===== src/rtl/st2bus_pack.sv =====
// -----------------------------------------------------------------------------
// st2bus_pack
//
// Packs the turbo decoder array's single Avalon-ST beat stream, packet by
// packet, into BUS_DATA-bit words for return to the host bus. Each word carries
// a last flag, a valid-beat count and an error flag (set when a packet is cut
// short by a new start-of-packet). A 2-entry FIFO sits between the packer and
// the host so that host back-pressure only stalls the stream once both entries
// are occupied.
//
// Optional feature (macro ST2BUS_SEQ_EN): adds output bus_seq, a 16-bit packet
// sequence number carried by every word of a packet. It advances each time a
// last=1 word is pushed, including the words of aborted packets.
//
// Ports:
//   clk         clock
//   rst_n       synchronous reset, active low
//   st_data     input beat (ST bits)
//   st_valid    beat valid
//   st_sop      first beat of packet
//   st_eop      last beat of packet
//   st_ready    packer accepts a beat this cycle
//   bus_data    packed word, beat k in bits [k*ST +: ST], unfilled slots zero
//   bus_valid   word valid
//   bus_last    word is the final word of its packet
//   bus_bcnt    number of valid beats in the word
//   bus_err     packet was closed abnormally
//   bus_ready   host accepts the word
//   drop_pulse  one-cycle pulse when a stray beat outside a packet is discarded
//   bus_seq     packet sequence number (only with ST2BUS_SEQ_EN)
// -----------------------------------------------------------------------------
module st2bus_pack #(
  parameter  int ST       = 8,
  parameter  int BUS_DATA = 512,
  localparam int NBEAT    = BUS_DATA / ST,
  localparam int CW       = $clog2(NBEAT + 1)
) (
  input  logic                clk,
  input  logic                rst_n,
  input  logic [ST-1:0]       st_data,
  input  logic                st_valid,
  input  logic                st_sop,
  input  logic                st_eop,
  output logic                st_ready,
  output logic [BUS_DATA-1:0] bus_data,
  output logic                bus_valid,
  output logic                bus_last,
  output logic [CW-1:0]       bus_bcnt,
  output logic                bus_err,
  input  logic                bus_ready,
  output logic                drop_pulse
`ifdef ST2BUS_SEQ_EN
  ,
  output logic [15:0]         bus_seq
`endif
);

  // S_PEND: an abort cycle whose restarting beat was also an eop. The abort
  // word took this cycle's FIFO slot, so the 1-beat packet held in the
  // accumulator is pushed on the following cycle with the stream stalled.
  typedef enum logic [1:0] {
    S_IDLE,
    S_PKT,
    S_PEND
  } state_t;

  typedef struct packed {
    logic [BUS_DATA-1:0] data;
    logic [CW-1:0]       bcnt;
    logic                last;
    logic                err;
`ifdef ST2BUS_SEQ_EN
    logic [15:0]         seq;
`endif
  } word_t;

  state_t              state_q, state_d;
  logic [BUS_DATA-1:0] acc_q, acc_d;
  logic [BUS_DATA-1:0] acc_ins;
  logic [BUS_DATA-1:0] beat_word;
  logic [CW-1:0]       cnt_q, cnt_d;
  logic                drop_q, drop_d;

  logic                push;
  word_t               push_word;

  word_t               fifo_mem [2];
  logic                wr_ptr, rd_ptr;
  logic [1:0]          fifo_cnt;
  logic                fifo_full;
  word_t               head;
  logic                accept;
  logic                pop;

`ifdef ST2BUS_SEQ_EN
  logic [15:0]         seq_q;
`endif

  // ---------------------------------------------------------------------------
  // Handshakes. Everything below is decoded from registered state, so the
  // ready never depends combinationally on st_valid. Outputs are forced to
  // their idle values while rst_n is low.
  // ---------------------------------------------------------------------------
  assign fifo_full = (fifo_cnt == 2'd2);
  assign st_ready  = rst_n && !fifo_full && (state_q != S_PEND);
  assign accept    = st_valid && st_ready;

  assign head      = fifo_mem[rd_ptr];
  assign bus_valid = rst_n && (fifo_cnt != 2'd0);
  assign pop       = bus_valid && bus_ready;

  assign bus_data  = bus_valid ? head.data : '0;
  assign bus_bcnt  = bus_valid ? head.bcnt : '0;
  assign bus_last  = bus_valid && head.last;
  assign bus_err   = bus_valid && head.err;
  assign drop_pulse = rst_n && drop_q;

`ifdef ST2BUS_SEQ_EN
  assign bus_seq   = bus_valid ? head.seq : '0;
`endif

  // A beat on its own in slot 0, used whenever a fresh packet starts.
  assign beat_word = BUS_DATA'(st_data);

  // Accumulator with the incoming beat merged at slot cnt_q. Slots above
  // cnt_q are already zero because the accumulator is cleared on every push.
  always_comb begin
    acc_ins = acc_q;
    for (int k = 0; k < NBEAT; k++) begin
      if (int'(cnt_q) == k) acc_ins[k*ST +: ST] = st_data;
    end
  end

  // ---------------------------------------------------------------------------
  // Packing state machine: next state, accumulator and FIFO push.
  // ---------------------------------------------------------------------------
  // NOTE: every signal written here gets a default first; a path that left one
  // unassigned would infer a latch.
  always_comb begin
    state_d   = state_q;
    acc_d     = acc_q;
    cnt_d     = cnt_q;
    drop_d    = 1'b0;
    push      = 1'b0;
    push_word = '0;

    unique case (state_q)
      S_IDLE: begin
        if (accept) begin
          if (!st_sop) begin
            // Stray beat outside any packet: discard and flag it.
            drop_d = 1'b1;
          end else if (st_eop) begin
            push           = 1'b1;
            push_word.data = beat_word;
            push_word.bcnt = CW'(1);
            push_word.last = 1'b1;
          end else begin
            acc_d   = beat_word;
            cnt_d   = CW'(1);
            state_d = S_PKT;
          end
        end
      end

      S_PKT: begin
        if (accept) begin
          if (st_sop) begin
            // Abort: close the open word as an error word (possibly empty if
            // the previous word was just emitted) and restart from slot 0.
            push           = 1'b1;
            push_word.data = acc_q;
            push_word.bcnt = cnt_q;
            push_word.last = 1'b1;
            push_word.err  = 1'b1;
            acc_d          = beat_word;
            cnt_d          = CW'(1);
            state_d        = st_eop ? S_PEND : S_PKT;
          end else if (st_eop) begin
            push           = 1'b1;
            push_word.data = acc_ins;
            push_word.bcnt = cnt_q + CW'(1);
            push_word.last = 1'b1;
            acc_d          = '0;
            cnt_d          = '0;
            state_d        = S_IDLE;
          end else if (cnt_q == CW'(NBEAT - 1)) begin
            push           = 1'b1;
            push_word.data = acc_ins;
            push_word.bcnt = CW'(NBEAT);
            acc_d          = '0;
            cnt_d          = '0;
          end else begin
            acc_d = acc_ins;
            cnt_d = cnt_q + CW'(1);
          end
        end
      end

      S_PEND: begin
        // The held 1-beat packet waits for a free FIFO entry.
        if (!fifo_full) begin
          push           = 1'b1;
          push_word.data = acc_q;
          push_word.bcnt = cnt_q;
          push_word.last = 1'b1;
          acc_d          = '0;
          cnt_d          = '0;
          state_d        = S_IDLE;
        end
      end

      default: begin
        state_d = S_IDLE;
      end
    endcase

`ifdef ST2BUS_SEQ_EN
    push_word.seq = seq_q;
`endif
  end

  // NOTE: sequential state uses non-blocking assignments so every register
  // samples the pre-edge values, independent of block ordering.
  always_ff @(posedge clk) begin
    if (!rst_n) begin
      state_q <= S_IDLE;
      acc_q   <= '0;
      cnt_q   <= '0;
      drop_q  <= 1'b0;
    end else begin
      state_q <= state_d;
      acc_q   <= acc_d;
      cnt_q   <= cnt_d;
      drop_q  <= drop_d;
    end
  end

`ifdef ST2BUS_SEQ_EN
  // Sequence number of the packet currently being packed.
  always_ff @(posedge clk) begin
    if (!rst_n) begin
      seq_q <= '0;
    end else if (push && push_word.last) begin
      seq_q <= seq_q + 16'd1;
    end
  end
`endif

  // ---------------------------------------------------------------------------
  // 2-entry output FIFO. The packer never pushes into a full FIFO because
  // st_ready and the S_PEND push are both gated by fifo_full.
  // ---------------------------------------------------------------------------
  always_ff @(posedge clk) begin
    if (!rst_n) begin
      wr_ptr   <= 1'b0;
      rd_ptr   <= 1'b0;
      fifo_cnt <= 2'd0;
    end else begin
      if (push) wr_ptr <= ~wr_ptr;
      if (pop)  rd_ptr <= ~rd_ptr;
      unique case ({push, pop})
        2'b10:   fifo_cnt <= fifo_cnt + 2'd1;
        2'b01:   fifo_cnt <= fifo_cnt - 2'd1;
        default: fifo_cnt <= fifo_cnt;
      endcase
    end
  end

  // NOTE: the storage array is deliberately not reset; an entry is only
  // observable once fifo_cnt covers it, and fifo_cnt is reset.
  always_ff @(posedge clk) begin
    if (push) fifo_mem[wr_ptr] <= push_word;
  end

endmodule


===== config.mk =====
export PLATFORM = sky130hd
export DESIGN_NAME = st2bus_pack
export DESIGN_NICKNAME = d
export VERILOG_FILES = /design/src/rtl/st2bus_pack.sv
export SDC_FILE = /design/constraint.sdc
export NUM_CORES = 2
export LEC_CHECK = 0
export ABC_CLOCK_PERIOD_IN_PS = 40800
export BUFFER_PORTS_ARGS = -buffer_cell sky130_fd_sc_hd__buf_2
export CAP_MARGIN = 20
export CELL_PAD_IN_SITES_DETAIL_PLACEMENT = 1
export CELL_PAD_IN_SITES_GLOBAL_PLACEMENT = 2
export CORE_MARGIN = 5
export CORE_UTILIZATION = 40
export DETAILED_ROUTE_END_ITERATION = 7
export PLACE_DENSITY = 0.89
export SYNTH_ARGS = -nofsm -noshare
export SYNTH_HDL_FRONTEND = slang
export SYNTH_SLANG_ARGS = --single-unit

===== constraint.sdc =====
create_clock -name clk -period 40.8 [get_ports clk]
set_clock_uncertainty 0.1 [all_clocks]
set_input_delay 4.08 -clock clk [delete_from_list [all_inputs] [get_ports clk]]
set_output_delay 4.08 -clock clk [all_outputs]
set_load 0.005 [all_outputs]

==> impl_metrics.toml <==
[outcome]
status = "finished, final reports clean"

[cts]
cts.repair.resized = 0
clock_path_buffers = 3
cts_num_sinks = 1569
cts-root-buf = "clkbuf_16"
htree_levels = 4
post_cts_buffers = 0
hold_buffers = 0
path_clk_slew_ps = 60
insertion_delay_ps = 820
numCtsBuffers = 166
cts_tree = "built"

[synthesis]
syn_avg_cell_area_um2 = 11.1
ys_ff_latch = 1569
synth_area_leaders = "edfxtp_1, dfxtp_1, mux2i_1"
ys_types = 55
synth_top_area_share_pct = 47.1
synth-seq-area-share_pct = 63.0
synth_area_um2 = 66400
ys_warn_count = 0
synth_nets = 6018
synthCells = 5994
async_flop_share_pct = 0
synth-edff-count = 1042
yosysTopAreaCell = "edfxtp_1"
synth_flop_cell = "edfxtp_1"

[min_path]
hold_class = "reg -> reg"
hp-start = "acc_q[64]$_SDFFE_PN0P_"
min_to = "acc_q[64]$_SDFFE_PN0P_"
hold_path_depth = 2

[power_and_ir_drop]
p_int_mw = 2.95
switching_share_pct = 30.8
peakVddDrop_v = 0.0000408
p_clk_share_pct = 35.2
comb_power_share_pct = 19.3
finalPower_mw = 4.26
power.switching_mw = 1.31
pwr-share-seq_pct = 45.5
p_leak_nw = 24.7
cellPowerDensity_nw_per_um2 = 55.7

[final_layout]
fin_area_um2 = 76600
fillCellCount = 17744
final_cell_mix = "edfxtp_1, nand2_1, nor2_1, buf_2, dfxtp_1"
layout-drive-gt1-share_pct = 14.4
syn_to_final_growth_pct = 15.3
layout_commonest_cell = "edfxtp_1"
final_nets = 6358

[worst_setup_path]
critPathMaxFanout = 126
timing.rr.end = "fifo_mem[0][71]$_DFFE_PP_"
path_cells = "buf_8 -> o21ai_4 -> buf_4 -> buf_4 -> buf_4 -> nor2_1 -> buf_2"
crit_top_cell = "buf_4"
crit_slowest_cell = "buf_4"
cp_num_buf_inv = 5
max_stage_delay_ps = 800
r2r-start = "cnt_q[5]$_SDFFE_PN0P_"
crit_arrival_ps = 7470
critPathCaptureType = "primary output"
path_class = "in -> out"
crit_required_ps = 36620
reg2reg_depth = 8
critPathLaunchType = "input port"
path_delay_family = "buffers and inverters"
reg2reg_slack_ps = 33840

[sta]
hold_violations = 0
setup_tns_ps = 0
slew_headroom_pct = 17.5
period_minus_slack_ps = 11650
setup_viol = 0
fin_crit_sh_pct = 28.6
max_freq_mhz = 85.8
maxSlewViolCount = 0
worst_slew_pin_slew_ps = 1240
grt_setup_unrepaired = "no"

[place]
numPortBuffers = 537
placed_area_um2 = 71100
place_hpwl_um = 148000
gp_congestion = 0.815

[detailed_routing]
antenna_left = 0
drc = 0
num_vias = 51121
avgViaCountPerCell = 5.90
dr.pass1.iters = 7
finalWirelength_um = 239000
wl_per_cell_um = 27.6
drtIter0Drc = 4832

[run]
cap_violations = 0

[global_route]
grt_max_degree = 198
grt_pass1_wl_um = 345000
grt_overflow_total = 0
grt_usage_pct = 26.2
grt_pass1_vias = 52369
antenna_found_initial = 7

[floorplan]
dieArea_um2 = 174000
placementRows = 149
die_x_um = 417
io_pins = 538
initial_core_util_pct = 40.3
coreArea_um2 = 165000
die_h_um = 417
## worst max-delay path by stage
stage          cells past startpoint  startpoint  slack (ps)                       end
3_5_place_dp                       7       rst_n       29140              bus_data[78]
3_3_place_gp                       7       rst_n       29420              bus_data[78]
4_1_cts                            7       rst_n       29130              bus_data[78]
2_1_floorplan                      5       rst_n       11300  fifo_mem[1][0]$_DFFE_PP_
5_1_grt                            7       rst_n       28790              bus_data[78]
6_report                           7       rst_n       29150              bus_data[75]
## synth_stat cells (4+ instances only)
cell      instances
edfxtp_1       1042
nand2_1         839
nor2_1          733
dfxtp_1         527
mux2i_1         521
o22ai_1         435
clkbuf_1        384
o21ai_0         264
o32ai_1         245
inv_1           232
nand2b_1        221
a21oi_1         127
nand4_1          65
nand3_1          64
buf_1            54
a22oi_1          42
a32oi_1          33
and2_1           20
buf_2            15
nor2b_1          13
ha_1             10
a221oi_1          9
a31oi_1           9
a222oi_1          8
mux2_2            8
mux2_4            8
o311ai_1          6
a211oi_1          5
nor3b_2           4
or3_1             4
## power by group through the flow
stage | Sequential (mW) | Clock, mW | Combinational [mW]
3_5_place_dp | 1.97 | 0 | 0.820
6_report | 1.94 | 1.50 | 0.823
2_1_floorplan | 2.13 | 0 | 0.473
3_3_place_gp | 1.96 | 0 | 0.804
4_1_cts | 1.94 | 1.52 | 0.825
5_1_grt | 1.95 | 1.59 | 0.873
## per-stage QoR
| step | utilization, % | setup slack [ps] | instances | hold WS, ps |
|---|---|---|---|---|
| after floorplan | - | 11300 | 5994 | 330 |
| after global placement | 43.1 | 29420 | 8349 | 341 |
| after detailed placement | 43.1 | 29140 | 8351 | 346 |
| after CTS | 46.4 | 29130 | 8663 | 358 |
| after global routing | 46.4 | 28790 | 8668 | 375 |
| final | 46.4 | 29150 | 8669 | 357 |
## per-layer routing
metal  track usage, %  vias to the layer above  share of wire, %
li1                 -                    22474                 -
met1             32.4                    25820                39
met2             44.7                     2239                49
met3             3.92                      588               6.7
met4             13.8                        0               5.9
met5                0                        -                 0
## worst register-to-register path, cell delays in order, from the launching register on
cell and delay, ps:
dfxtp_1 780, nand2_1 740, o211a_1 440, o41a_1 510, nor2_4 510, buf_4 860, buf_4 860, buf_4 850
buf_4 870
## registers in the layout, summed over array words and instances (netlist names), named ones only
| name | cells |
|---|---|
| drop_q | 1 |
| fifo_cnt | 2 |
| acc_q | 512 |
| fifo_mem | 1042 |
| rd_ptr | 1 |
| wr_ptr | 1 |
| state_q | 2 |
| cnt_q | 7 |
## logic make-up after synthesis
family | count (synthesis) | synth area share, %
AND/OR/NAND/NOR | 1981 | 12.7
XOR/XNOR | 3 | 0.0396
AO/OA/AOI/OAI | 1203 | 11.9
adder cells (fa/ha/maj) | 10 | 0.188
buffers and inverters | 691 | 3.97
flip-flops | 1569 | 63.0
multiplexers | 537 | 8.17
## area by class of cell
| type | count | area, µm² | share of cell area, % |
|---|---|---|---|
| antenna | 2 | 5.00 | 0.00654 |
| clock buffer | 242 | 4690 | 6.12 |
| clock inverter | 70 | 712 | 0.930 |
| inverter | 232 | 871 | 1.14 |
| multi-input combinational | 3734 | 22200 | 29.0 |
| sequential | 1569 | 41800 | 54.6 |
| tap | 2189 | 2740 | 3.58 |
| timing repair buffer | 631 | 3510 | 4.59 |
No activity file was read; power rests on OpenSTA's default activity.
